### src/rtl/mux4_arb_pkg.sv
// Shared types and helpers for the 4-way round-robin mux arbiter.
package mux4_arb_pkg;

    typedef enum logic {
        IDLE  = 1'b0,
        GRANT = 1'b1
    } state_t;

    localparam logic [1:0] SEL_A = 2'd0;
    localparam logic [1:0] SEL_B = 2'd1;
    localparam logic [1:0] SEL_C = 2'd2;
    localparam logic [1:0] SEL_D = 2'd3;

    function automatic logic [3:0] idx_to_onehot(input logic [1:0] idx);
        logic [3:0] oh;
        oh = 4'b0000;
        oh[idx] = 1'b1;
        return oh;
    endfunction

endpackage

### src/rtl/mux4_sel.sv
// Combinational 4:1 data multiplexer; select code matches the SEL_* constants.
module mux4_sel
    import mux4_arb_pkg::*;
#(
    parameter int DATA_W = 1
) (
    input  logic [1:0]        sel,
    input  logic [DATA_W-1:0] a,
    input  logic [DATA_W-1:0] b,
    input  logic [DATA_W-1:0] c,
    input  logic [DATA_W-1:0] d,
    output logic [DATA_W-1:0] y
);

    // Route the selected requester's data to the output.
    always_comb begin
        y = a;
        case (sel)
            SEL_A:   y = a;
            SEL_B:   y = b;
            SEL_C:   y = c;
            SEL_D:   y = d;
            default: y = a;
        endcase
    end

endmodule

### src/rtl/mux4_rr_arbiter.sv
// Round-robin arbiter driving a shared 4:1 mux, with capped tenure and registered data out.
//
// state | meaning
// IDLE  | no owner; grant=0, selects hold last value, search starts at ptr
// GRANT | owner = sel_q; hold_cnt counts tenure, release on req drop or cap
module mux4_rr_arbiter
    import mux4_arb_pkg::*;
#(
    parameter int DATA_W   = 1,
    parameter int HOLD_MAX = 8
) (
    input  logic              clk,
    input  logic              rst_n,
    input  logic [3:0]        req,
    input  logic [DATA_W-1:0] a,
    input  logic [DATA_W-1:0] b,
    input  logic [DATA_W-1:0] c,
    input  logic [DATA_W-1:0] d,
    output logic [3:0]        grant,
    output logic              s1,
    output logic              s2,
    output logic              busy,
    output logic [DATA_W-1:0] dout,
    output logic              dout_valid
);

    localparam int CNT_W = $clog2(HOLD_MAX) + 1;
    localparam logic [CNT_W-1:0] HOLD_LAST = CNT_W'(HOLD_MAX - 1);

    state_t             state_q, state_d;
    logic [3:0]         grant_q, grant_d;
    logic [1:0]         sel_q, sel_d;
    logic [1:0]         ptr_q, ptr_d;
    logic [CNT_W-1:0]   hold_cnt_q, hold_cnt_d;
    logic [DATA_W-1:0]  dout_q, dout_d;
    logic               dout_valid_q, dout_valid_d;

    logic [1:0]         scan_start;
    logic [1:0]         pick_idx;
    logic               pick_found;
    logic [1:0]         cand;
    logic [DATA_W-1:0]  mux_out;

    mux4_sel #(
        .DATA_W (DATA_W)
    ) u_sel (
        .sel (sel_q),
        .a   (a),
        .b   (b),
        .c   (c),
        .d   (d),
        .y   (mux_out)
    );

    // Idle searches from ptr; a releasing owner searches from the next index and sees itself last.
    always_comb begin
        scan_start = (state_q == GRANT) ? (sel_q + 2'd1) : ptr_q;
    end

    // Rotate-priority encode: first set request at or after scan_start, wrapping mod 4.
    always_comb begin
        pick_found = 1'b0;
        pick_idx   = scan_start;
        cand       = scan_start;
        for (int i = 0; i < 4; i++) begin
            cand = scan_start + 2'(i);
            if (!pick_found && req[cand]) begin
                pick_found = 1'b1;
                pick_idx   = cand;
            end
        end
    end

    // Arbitration FSM: grant, release and back-to-back re-arbitration.
    always_comb begin
        state_d    = state_q;
        grant_d    = grant_q;
        sel_d      = sel_q;
        ptr_d      = ptr_q;
        hold_cnt_d = hold_cnt_q;
        case (state_q)
            IDLE: begin
                if (pick_found) begin
                    state_d    = GRANT;
                    sel_d      = pick_idx;
                    grant_d    = idx_to_onehot(pick_idx);
                    hold_cnt_d = '0;
                end
            end
            GRANT: begin
                if (!req[sel_q] || (hold_cnt_q == HOLD_LAST)) begin
                    ptr_d      = sel_q + 2'd1;
                    hold_cnt_d = '0;
                    if (pick_found) begin
                        sel_d   = pick_idx;
                        grant_d = idx_to_onehot(pick_idx);
                    end else begin
                        state_d = IDLE;
                        grant_d = 4'b0000;
                    end
                end else begin
                    hold_cnt_d = hold_cnt_q + CNT_W'(1);
                end
            end
            default: begin
                state_d = IDLE;
                grant_d = 4'b0000;
            end
        endcase
    end

    // Data capture: follow the selected input while busy, otherwise hold the last value.
    always_comb begin
        dout_d       = dout_q;
        dout_valid_d = busy;
        if (busy) begin
            dout_d = mux_out;
        end
    end

    // State and output registers, cleared asynchronously.
    always_ff @(posedge clk or negedge rst_n) begin
        if (!rst_n) begin
            state_q      <= IDLE;
            grant_q      <= 4'b0000;
            sel_q        <= SEL_A;
            ptr_q        <= 2'd0;
            hold_cnt_q   <= '0;
            dout_q       <= '0;
            dout_valid_q <= 1'b0;
        end else begin
            state_q      <= state_d;
            grant_q      <= grant_d;
            sel_q        <= sel_d;
            ptr_q        <= ptr_d;
            hold_cnt_q   <= hold_cnt_d;
            dout_q       <= dout_d;
            dout_valid_q <= dout_valid_d;
        end
    end

    assign busy       = (state_q == GRANT);
    assign grant      = grant_q;
    assign s1         = sel_q[1];
    assign s2         = sel_q[0];
    assign dout       = dout_q;
    assign dout_valid = dout_valid_q;

endmodule

### config.mk
export PLATFORM = sky130hd
export DESIGN_NAME = mux4_rr_arbiter
export DESIGN_NICKNAME = d
export VERILOG_FILES = /design/src/rtl/mux4_arb_pkg.sv /design/src/rtl/mux4_sel.sv /design/src/rtl/mux4_rr_arbiter.sv
export SDC_FILE = /design/constraint.sdc
export NUM_CORES = 1
export LEC_CHECK = 0
export CAP_MARGIN = 20
export CORE_MARGIN = 5
export CORE_UTILIZATION = 44
export CTS_CLUSTER_DIAMETER = 60
export DETAILED_ROUTE_END_ITERATION = 8
export HOLD_SLACK_MARGIN = 0.15
export PLACE_DENSITY = 0.74
export REMOVE_ABC_BUFFERS = 1
export SYNTH_ARGS = -nofsm -noshare
export SYNTH_HDL_FRONTEND = slang
export SYNTH_SLANG_ARGS = --single-unit
### constraint.sdc
create_clock -name clk -period 2.2 [get_ports clk]
set_clock_uncertainty 0.15 [all_clocks]
set_input_delay 0.44 -clock clk [delete_from_list [all_inputs] [get_ports clk]]
set_output_delay 0.44 -clock clk [all_outputs]
set_load 0.1 [all_outputs]
# After elaboration in Yosys (flattened, before gate mapping)
# Cells that the tools add are included.
[classes]
n_lt_le_gt_ge = 7
n_eq_ne = 6
addsub = 5
n_reduce_logical = 12
bitwise = 1
n_mux = 34
[op_table]
columns = ["cell", "n"]
rows = [
  ["4-bit two-way mux", 5],
  ["2-bit by 3-bit < comparator with 1-bit output, second input constant", 6],
  ["4-bit one-hot mux with 2 select lines", 2],
  ["1-bit two-way mux", 12],
  ["2-bit two-way mux", 6],
  ["1-bit binary-select mux with 2-bit select", 5],
  ["2-bit by 1-bit adder with 2-bit output, second input constant", 2],
  ["2-bit adder, second input constant", 2],
  ["4-bit by 1-bit adder with 4-bit output, second input constant", 1],
  ["2-bit equality test, second input constant", 2],
  ["4-bit by 3-bit equality test with 1-bit output, second input constant", 1],
  ["1-bit logical AND", 4],
  ["1-bit logical NOT", 4],
  ["1-bit one-hot mux with 4 select lines", 1],
  ["2-bit one-hot mux with 2 select lines", 1],
  ["2-bit AND reduction", 2],
  ["1-bit demux with 2-bit select", 1],
  ["2-bit by 1-bit equality test with 1-bit output, second input constant", 1],
  ["2-bit by 1-bit greater-or-equal comparator with 1-bit output, second input constant", 1],
  ["2-bit logical NOT", 1],
  ["2-bit by 1-bit inequality test with 1-bit output, second input constant", 1],
  ["2-bit inequality test, second input constant", 1],
  ["1-bit one-hot mux with 2 select lines", 1],
  ["1-bit logical OR", 1],
  ["1-bit NOT", 1],
]
[totals]
in_bits = 10
ff_bits = 15
word_cells = 72

# Longest topological paths before layout
# Gate-level depths: netlist of the first run.
[logic_depth]
ltp_word = 21
mapped_depth = 7

# By module
# A second synthesis of the first run with hierarchy kept.
[unflattened]
hier_cells = 81
area_unflattened_um2 = 828.3
[modules_own_cells]
columns = ["mod", "area_per_inst_um2", "cells_per_inst", "seq_area_each_um2", "n_inst"]
rows = [
  ["mux4_rr_arbiter", 805.8, 80, 375.4, 1],
  ["mux4_sel", 22.5, 1, 0.0, 1],
]

# Worst setup path after synthesis of the first run
# No wires, ideal clock.
[synth_timing]
path_kind = "reg2reg"
from = "reg sel_q[1]"
to = "reg grant_q[0], in the netlist grant[0]"
arrival_time_ns = 2.699
required_ns = 1.928
setup_slack_ns = -0.771
stages_incl_launch_ff = 8
cell_sequence = "dfrtp_1 -> inv_1 -> ha_1 -> mux2i_1 -> mux2_2 -> o32ai_2 -> nor2_1 -> a22o_1"
[synth_between]
elab_chain_len = 21
word_cells_on_any_way = 42
cone_classes = "add/sub: 4; order compare: 2; eq/ne: 2; mux: 24; reduce/logical: 10"
[synth_lines]
columns = ["item", "line_no", "text"]
rows = [
  ["start, declared", "mux4_rr_arbiter.sv:32", "logic [1:0] sel_q, sel_d;"],
  ["start signal, assigned", "mux4_rr_arbiter.sv:134", "sel_q <= sel_d;"],
  ["parallel branches: the longest is 21 deep, another holds 2-bit by 1-bit adder with 2-bit output", "n/a", ""],
  ["end signal, assigned", "mux4_rr_arbiter.sv:133", "grant_q <= grant_d;"],
  ["end, declared", "mux4_rr_arbiter.sv:31", "logic [3:0] grant_q, grant_d;"],
]
# Parallel ways; which one is timed is not known. The select of a mux whose other input is x is not followed.
# A chain may end at the register's enable or synchronous reset.

# Worst setup path in the final report of the first run
# Ends and elaborated chain as after synthesis.

==> reports/results.ini, run 1 <==
[timing]
maxSlewHeadroom_pct = 56.4
layout_setup_ws_ps = 114
rsz0062_at_grt = false
setup_tns_ps = 0
fin_crit_ps = 2090
slew_violations = 0
max_clock_freq_mhz = 479
hold_viol_final = 0
final.period_utilization_pct = 94.8
tightestPinTransition_ps = 651
setup_viol = 0

[grt]
grt_pass1_vias = 749
grt-ovfl-total = 0
grt_first_pass_wirelength_um = 3310
grtUsageTotal_pct = 15.9
antenna_found_initial = 0
grt_max_degree = 16

[setup_path]
cp.depth = 7
r2r-start = sel_q[1]
r2r_slack_ps = 110
end_kind = flop
reg2reg_depth = 7
crit_required_ps = 2220
cp-start-kind = flop
critPathLaunch = sel_q[1]
crit_buf_inv = 1
endpoint = grant[0]
crit_arrival_ps = 2100
cp_slowest_stage_delay_ps = 390
cp_max_fo = 4
r2r_end = grant[0]
path_class = flop to flop
cpMaxStageDelayCell = dfrtp_1
cp_cell_sequence = inv_1 -> ha_4 -> mux2i_4 -> mux2_4 -> o32ai_4 -> nor2_1 -> a22o_1
crit_family = multiplexers

[route]
ant_nets = 0
first_pass_iters = 4
drc = 0
avgRoutedWirePerCell_um = 14.3
first_iter_violations = 9
viasPerCell = 5.36
postRouteWirelength_um = 2040
vias = 761

[placed_design]
place.gp.congestion = 0.753
dp_hpwl_um = 1570
pre_cts_ws_ps = -143
io_buffers = 18

[power_and_ir_drop]
vdd_drop_max_mv = 0.954
p_leak_nw = 0.558
power.total_mw = 1.91
power.density_nw_per_um2 = 1550

[die]
initial_core_util_pct = 44.9
fp.dieH_um = 54.1
die_x_um = 54.1
die_area_um2 = 2920
core_um2 = 1900
io_pins = 19
rows = 16

[job]
drv_cap = 0

[cts]
root_buffer = clkbuf_4
cts_buffers = 3
htreeDepth = 1
clock-sinks = 15
cts_tree = done
holdBufCountCts = 0
cts_setup_buffers = 0
path_clk_slew_ps = 90
insertion_delay_ps = 280
cts_max_path_buffers = 2

[status]
status = finished, final reports clean

[synthesis]
synthTopCellsByCount = 15 x dfrtp_1, 11 x nand2_1, 9 x o21ai_0
synth_edf_count = 0
synth_top_area_cell = dfrtp_1
synth.top_cell.area_share_pct = 43.9
synth-seq-cells = 15
syn_area_um2 = 855
ys_seq_area_share_pct = 43.9
synth.distinct_cells = 32
ys_async_sr_fraction_pct = 100
yosysMostFrequentCell = dfrtp_1
yosys_warnings = 0
syn_inst = 83
synthTopCellsByArea = dfrtp_1 44%, ha_1 7.3%, o21ai_0 5.3%
synth_area_per_cell_um2 = 10.3
yosys_most_used_dff = dfrtp_1

[cells_and_area]
nFillCells = 160
final_layout_size_suffix_gt1_share_pct = 31.3
nets = 131
syn2layout_area_growth_pct = 44.2
antennaDiodeCount = 0

[min_path]
min_path_type = flop to flop

## worst min-delay path by stage
stage                         end  depth (start not counted)           from  slack (ps)
finish                   grant[1]                          2       grant[1]         350
floorplan                    busy                          0          rst_n          -6
global placement    hold_cnt_q[3]                          1  hold_cnt_q[3]         310
CTS                      grant[1]                          2       grant[1]         350
detailed placement       grant[1]                          2       grant[1]         330
global route             grant[1]                          2       grant[1]         380
## worst reg2reg max path: cells and delay by family, from the launching register on
kind	cells	cell delay, ps
AOI/OAI and AO/OA	2	470
adders and majority gates	1	230
buffers and inverters	1	120
DFF	1	390
muxes	2	520
and+or+nand+nor	1	90
## metal layers
metal,vias up,GRT usage (%),share of wire [%]
met3,4,3.88,4.2
met4,0,5.39,1.8
met5,-,0,0
li1,367,-,-
met1,370,19.2,42
met2,20,27.4,52
## cells by family (layout without fill, tap and decap cells)
| kind of cell | count (synthesis) | count (layout) | share of synthesized area, % |
|---|---|---|---|
| adders and majority gates | 5 | 5 | 7.32 |
| muxes | 5 | 5 | 7.76 |
| AOI/OAI and AO/OA | 22 | 22 | 18.2 |
| and+or+nand+nor | 32 | 32 | 20.6 |
| DFF | 15 | 15 | 43.9 |
| buffers and inverters | 4 | 36 | 2.20 |
## state kept, by name, indices dropped and copies added (netlist names)
name and cells:
dout_valid 1, hold_cnt_q 4, busy 1, sel_q 2, ptr_q 2, dout 1
grant 4
## cell type report
class                           instances  area [um2]  area share [%]
Sequential cell                        15         375            30.5
Tap cell                               27        33.8            2.74
Timing Repair Buffer                   29         278            22.5
Multi-Input combinational cell         64         507            41.1
Inverter                                3        11.3           0.914
Clock inverter                          1        5.00           0.406
Clock buffer                            3        22.5            1.83
## placed cells by master, fill, tap and decap left out, types with 2 or more instances in the layout
cell type,n
and2_1,2
buf_12,3
buf_4,17
clkbuf_4,3
clkdlybuf4s50_1,9
dfrtp_1,15
ha_1,4
inv_1,3
mux2_2,2
nand2_1,11
nand3_1,2
nor2_1,7
nor2b_1,3
o21ai_0,9
o31ai_1,2
## timing repair
action                                  CTS  global route
gates resized for setup                   4             2
pin swaps                                 0             1
endpoints found under the setup margin    4             3
gates cloned                              0             0
## power by group
group          internal [mW]  total, mW  switching (mW)
sequential             0.371      0.442          0.0709
combinational          0.506       1.31           0.806
clock                 0.0674      0.151          0.0837
## through the flow
| stage | instances | hold WS, ps | util (%) | area, um2 |
|---|---|---|---|---|
| global placement | 138 | 310 | 60.9 | 1160 |
| floorplan | 82 | -5.59 | - | 847 |
| detailed placement | 138 | 329 | 60.9 | 1160 |
| finish | 142 | 352 | 64.8 | 1230 |
| CTS | 142 | 351 | 63.8 | 1210 |
| global route | 142 | 382 | 64.8 | 1230 |
(Power assumes the default switching activity.)
==> run 2, diff against run 1 <==
--- a/config.mk
+++ b/config.mk
@@ -7,11 +7,11 @@
 export LEC_CHECK = 0
 export CAP_MARGIN = 20
 export CORE_MARGIN = 5
-export CORE_UTILIZATION = 44
+export CORE_UTILIZATION = 45
 export CTS_CLUSTER_DIAMETER = 60
 export DETAILED_ROUTE_END_ITERATION = 8
 export HOLD_SLACK_MARGIN = 0.15
-export PLACE_DENSITY = 0.74
+export PLACE_DENSITY = 0.72
 export REMOVE_ABC_BUFFERS = 1
 export SYNTH_ARGS = -nofsm -noshare
 export SYNTH_HDL_FRONTEND = slang
==> constraint.sdc (replaced) <==
create_clock -name clk -period 2.46 [get_ports clk]
set_clock_uncertainty 0.15 [all_clocks]
set_input_delay 0.492 -clock clk [delete_from_list [all_inputs] [get_ports clk]]
set_output_delay 0.492 -clock clk [all_outputs]
set_load 0.1 [all_outputs]
==> reports/results.ini, run 2 (same netlist as run 1, synthesis figures left out) <==
[status]
status = finished, final reports clean

[setup_path]
cp.depth = 7
critPathLaunch = sel_q[1]
endpoint = grant[0]
cp_slowest_stage_delay_ps = 370
reg2reg_depth = 7
r2r_slack_ps = 290
path_class = flop to flop
cp-start-kind = flop
r2r-start = sel_q[1]
crit_family = multiplexers
r2r_end = grant[0]
cpMaxStageDelayCell = mux2_2
crit_buf_inv = 1
end_kind = flop
cp_cell_sequence = inv_1 -> ha_1 -> mux2i_1 -> mux2_2 -> o32ai_2 -> nor2_1 -> a22o_1
crit_required_ps = 2480
cp_max_fo = 4
crit_arrival_ps = 2190

[route]
avgRoutedWirePerCell_um = 12.8
postRouteWirelength_um = 1730
drc = 0
first_iter_violations = 7
vias = 720
first_pass_iters = 4
viasPerCell = 5.33
ant_nets = 0

[cts]
holdBufCountCts = 0
cts_buffers = 3
path_clk_slew_ps = 90
htreeDepth = 1
cts_max_path_buffers = 2
clock-sinks = 15
cts_setup_buffers = 0
insertion_delay_ps = 280
cts_tree = done
root_buffer = clkbuf_4
cts_resized = 0

[cells_and_area]
antennaDiodeCount = 0
nets = 126
layout_common_cells = 15 x dfrtp_1, 14 x buf_4, 11 x nand2_1
layout.cells.non_filler = 135
final_common_cell = dfrtp_1
final_layout_size_suffix_gt1_share_pct = 24.5
finish.utilization_pct = 63.5
syn2layout_area_growth_pct = 31.0
postLayoutCellArea_um2 = 1120

[timing]
rsz0062_at_grt = false
final.period_utilization_pct = 88.1
fin_crit_ps = 2170
maxSlewHeadroom_pct = 56.9
layout_setup_ws_ps = 292
max_clock_freq_mhz = 461
hold_viol_final = 0
tightestPinTransition_ps = 645
setup_viol = 0
slew_violations = 0

[grt]
antenna_found_initial = 0
use_met3_pct = 6.09
gr-max-usage-layer = met2
grt_max_degree = 16
grt_use_met2_pct = 24.3
grt-ovfl-total = 0
grt_first_pass_wirelength_um = 3130
grtUsageTotal_pct = 15.1
grt_pass1_vias = 712
met1_usage_pct = 19.2

[job]
drv_cap = 0

[die]
core_um2 = 1760
rows = 15
die_x_um = 53.6
io_pins = 19
fp.dieH_um = 53.6
die_area_um2 = 2870
initial_core_util_pct = 48.4

[placed_design]
place_area_um2 = 1090
dp_hpwl_um = 1410
io_buffers = 18
dp_cells = 131
pre_cts_ws_ps = 50.3
place.gp.congestion = 0.833

[power_and_ir_drop]
power.density_nw_per_um2 = 1340
p_int_mw = 0.720
combPwrFrac_pct = 65.3
power_switching_mw = 0.781
swShare_pct = 52.1
pwr-share-seq_pct = 25.5
clock_power_share_pct = 9.2
p_leak_nw = 0.520
vdd_drop_max_mv = 1.33

[min_path]
min_path_type = flop to flop

-- run 2: layout make-up --
class                           count  area (um2)
Multi-Input combinational cell     64         460
Tap cell                           25        31.3
Timing Repair Buffer               24         215
Fill cell                         177         644
Sequential cell                    15         375
Clock buffer                        4        26.3
Inverter                            3        11.3
-- run 2: power by group through the flow --
stage,Clock (mW),Combinational [mW],Sequential (mW)
after floorplan,0,0.365,0.749
after global placement,0,0.973,0.386
after detailed placement,0,0.989,0.388
after CTS,0.141,0.992,0.384
after global routing,0.157,1.07,0.398
final,0.138,0.981,0.382
-- run 2: how the worst min path moves through the flow --
stage	start	slack (ps)	depth (start not counted)	endpoint
6_report	hold_cnt_q[3]	330	1	hold_cnt_q[3]
5_1_grt	hold_cnt_q[3]	380	1	hold_cnt_q[3]
2_1_floorplan	rst_n	50	0	busy
3_3_place_gp	hold_cnt_q[3]	320	1	hold_cnt_q[3]
3_5_place_dp	hold_cnt_q[3]	330	1	hold_cnt_q[3]
4_1_cts	hold_cnt_q[3]	340	1	hold_cnt_q[3]
-- run 2: layer usage --
metal | vias up | routed length (um)
met5 | - | 0
met4 | 0 | 11
met3 | 2 | 126
met2 | 18 | 780
met1 | 344 | 812
li1 | 356 | -
-- run 2: per-stage QoR --
step / total power, mW / TNS (ps) / hold slack, ps
final: 1.50 / 0 / 332
after global routing: 1.63 / 0 / 375
after CTS: 1.52 / 0 / 338
after detailed placement: 1.38 / 0 / 326
after global placement: 1.36 / 0 / 316
after floorplan: 1.11 / -2260 / 46.4
==> run 3, diff against run 2 <==
--- a/config.mk
+++ b/config.mk
@@ -7,11 +7,11 @@
 export LEC_CHECK = 0
 export CAP_MARGIN = 20
 export CORE_MARGIN = 5
-export CORE_UTILIZATION = 45
+export CORE_UTILIZATION = 52
 export CTS_CLUSTER_DIAMETER = 60
 export DETAILED_ROUTE_END_ITERATION = 8
 export HOLD_SLACK_MARGIN = 0.15
-export PLACE_DENSITY = 0.72
+export PLACE_DENSITY = 0.82
 export REMOVE_ABC_BUFFERS = 1
 export SYNTH_ARGS = -nofsm -noshare
 export SYNTH_HDL_FRONTEND = slang
==> reports/results.ini, run 3 (same netlist as run 1, synthesis figures left out) <==
[placed_design]
place.gp.congestion = 0.815
io_buffers = 18
pre_cts_ws_ps = 15.4
place_area_um2 = 1080
dp_hpwl_um = 1470

[die]
die_x_um = 50.5
io_pins = 19
initial_core_util_pct = 55.4
core_um2 = 1540
rows = 14
fp.dieH_um = 50.5
die_area_um2 = 2550

[cts]
clock-sinks = 15
cts_resized = 0
holdBufCountCts = 0
cts_buffers = 3
root_buffer = clkbuf_4
cts_setup_buffers = 0
cts_max_path_buffers = 2
path_clk_slew_ps = 100
cts_tree = done
htreeDepth = 1
insertion_delay_ps = 290

[setup_path]
cp-start-kind = flop
r2r-start = sel_q[1]
end_kind = flop
reg2reg_depth = 7
cp_max_fo = 4
r2r_end = grant[0]
r2r_slack_ps = 230
crit_required_ps = 2490
path_class = flop to flop
crit_arrival_ps = 2260

[cells_and_area]
antennaDiodeCount = 0
layout_common_cells = 15 x dfrtp_1, 14 x buf_4, 11 x nand2_1
finish.utilization_pct = 72.0
final_layout_size_suffix_gt1_share_pct = 25.5
nets = 126
postLayoutCellArea_um2 = 1110
final_common_cell = dfrtp_1
syn2layout_area_growth_pct = 29.9

[grt]
grtUsageTotal_pct = 15.9
use_met3_pct = 3.55
grt-ovfl-total = 0
met1_usage_pct = 22.4
antenna_found_initial = 0
grt_use_met2_pct = 23.6
grt_pass1_vias = 694
gr-max-usage-layer = met2
grt_max_degree = 16
grt_first_pass_wirelength_um = 3170

[timing]
holdWs_ps = 341
hold_viol_final = 0
fin_crit_ps = 2230
setup_viol = 0
final.period_utilization_pct = 90.7
layout_setup_ws_ps = 229
slew_violations = 0
tightestPinTransition_ps = 661
rsz0062_at_grt = false
maxSlewHeadroom_pct = 55.8
max_clock_freq_mhz = 448

[route]
avgRoutedWirePerCell_um = 14.5
first_pass_iters = 4
postRouteWirelength_um = 1830
drc = 0
viasPerCell = 5.79
ant_nets = 0
vias = 730
first_iter_violations = 18

[job]
drv_cap = 0

[power_and_ir_drop]
vdd_drop_max_mv = 0.972
power.total_mw = 1.52
p_leak_nw = 0.523
power.density_nw_per_um2 = 1370

[min_path]
hp-start = hold_cnt_q[3]
hold_path_depth = 1
min_path_type = flop to flop
min_to = hold_cnt_q[3]

[status]
status = finished, final reports clean

## run 3: cell count changes in the layout (fill, tap and decap cells not counted), sizes merged
cell | previous run | this run
clkbuf | 4 | 3
clkinv | 0 | 1
## run 3: how the worst max path moves through the flow
| stage | depth (start not counted) | end | startpoint | slack [ps] |
|---|---|---|---|---|
| 4_1_cts | 7 | grant[0] | sel_q[1] | 230 |
| 3_3_place_gp | 4 | ptr_q[1] | req[2] | 60 |
| 2_1_floorplan | 7 | grant[0] | sel_q[1] | -510 |
| 3_5_place_dp | 4 | ptr_q[1] | req[2] | 20 |
| 5_1_grt | 7 | grant[0] | sel_q[1] | 70 |
| 6_report | 7 | grant[0] | sel_q[1] | 230 |
## run 3: area by class of cell
type	count	area, um2
tap	16	20.0
timing repair buffer	24	215
clock buffer	3	22.5
sequential	15	375
multi-input combinational	64	460
inverter	3	11.3
clock inverter	1	5.00
fill	117	432
## run 3: power by group
part / total (mW) / switching, mW / internal, mW
Clock: 0.146 / 0.0851 / 0.0605
Combinational: 0.986 / 0.661 / 0.325
Sequential: 0.387 / 0.0552 / 0.332
## run 3: worst max-delay path, stage by stage, from the launching register on
cell and delay, ps:
dfrtp_1 360, inv_1 60, ha_1 300, mux2i_1 250, mux2_2 380, o32ai_2 320, nor2_1 90, a22o_1 210
## run 3: routing by layer
| metal | vias to the layer above | wire length [um] |
|---|---|---|
| li1 | 355 | - |
| met1 | 339 | 797 |
| met2 | 30 | 846 |
| met3 | 6 | 123 |
| met4 | 0 | 59 |
| met5 | - | 0 |
## run 3: per-stage QoR
step	std cells	TNS, ps
3_5_place_dp	122	0
6_report	126	0
4_1_cts	126	0
3_3_place_gp	122	0
5_1_grt	126	0
2_1_floorplan	82	-2260
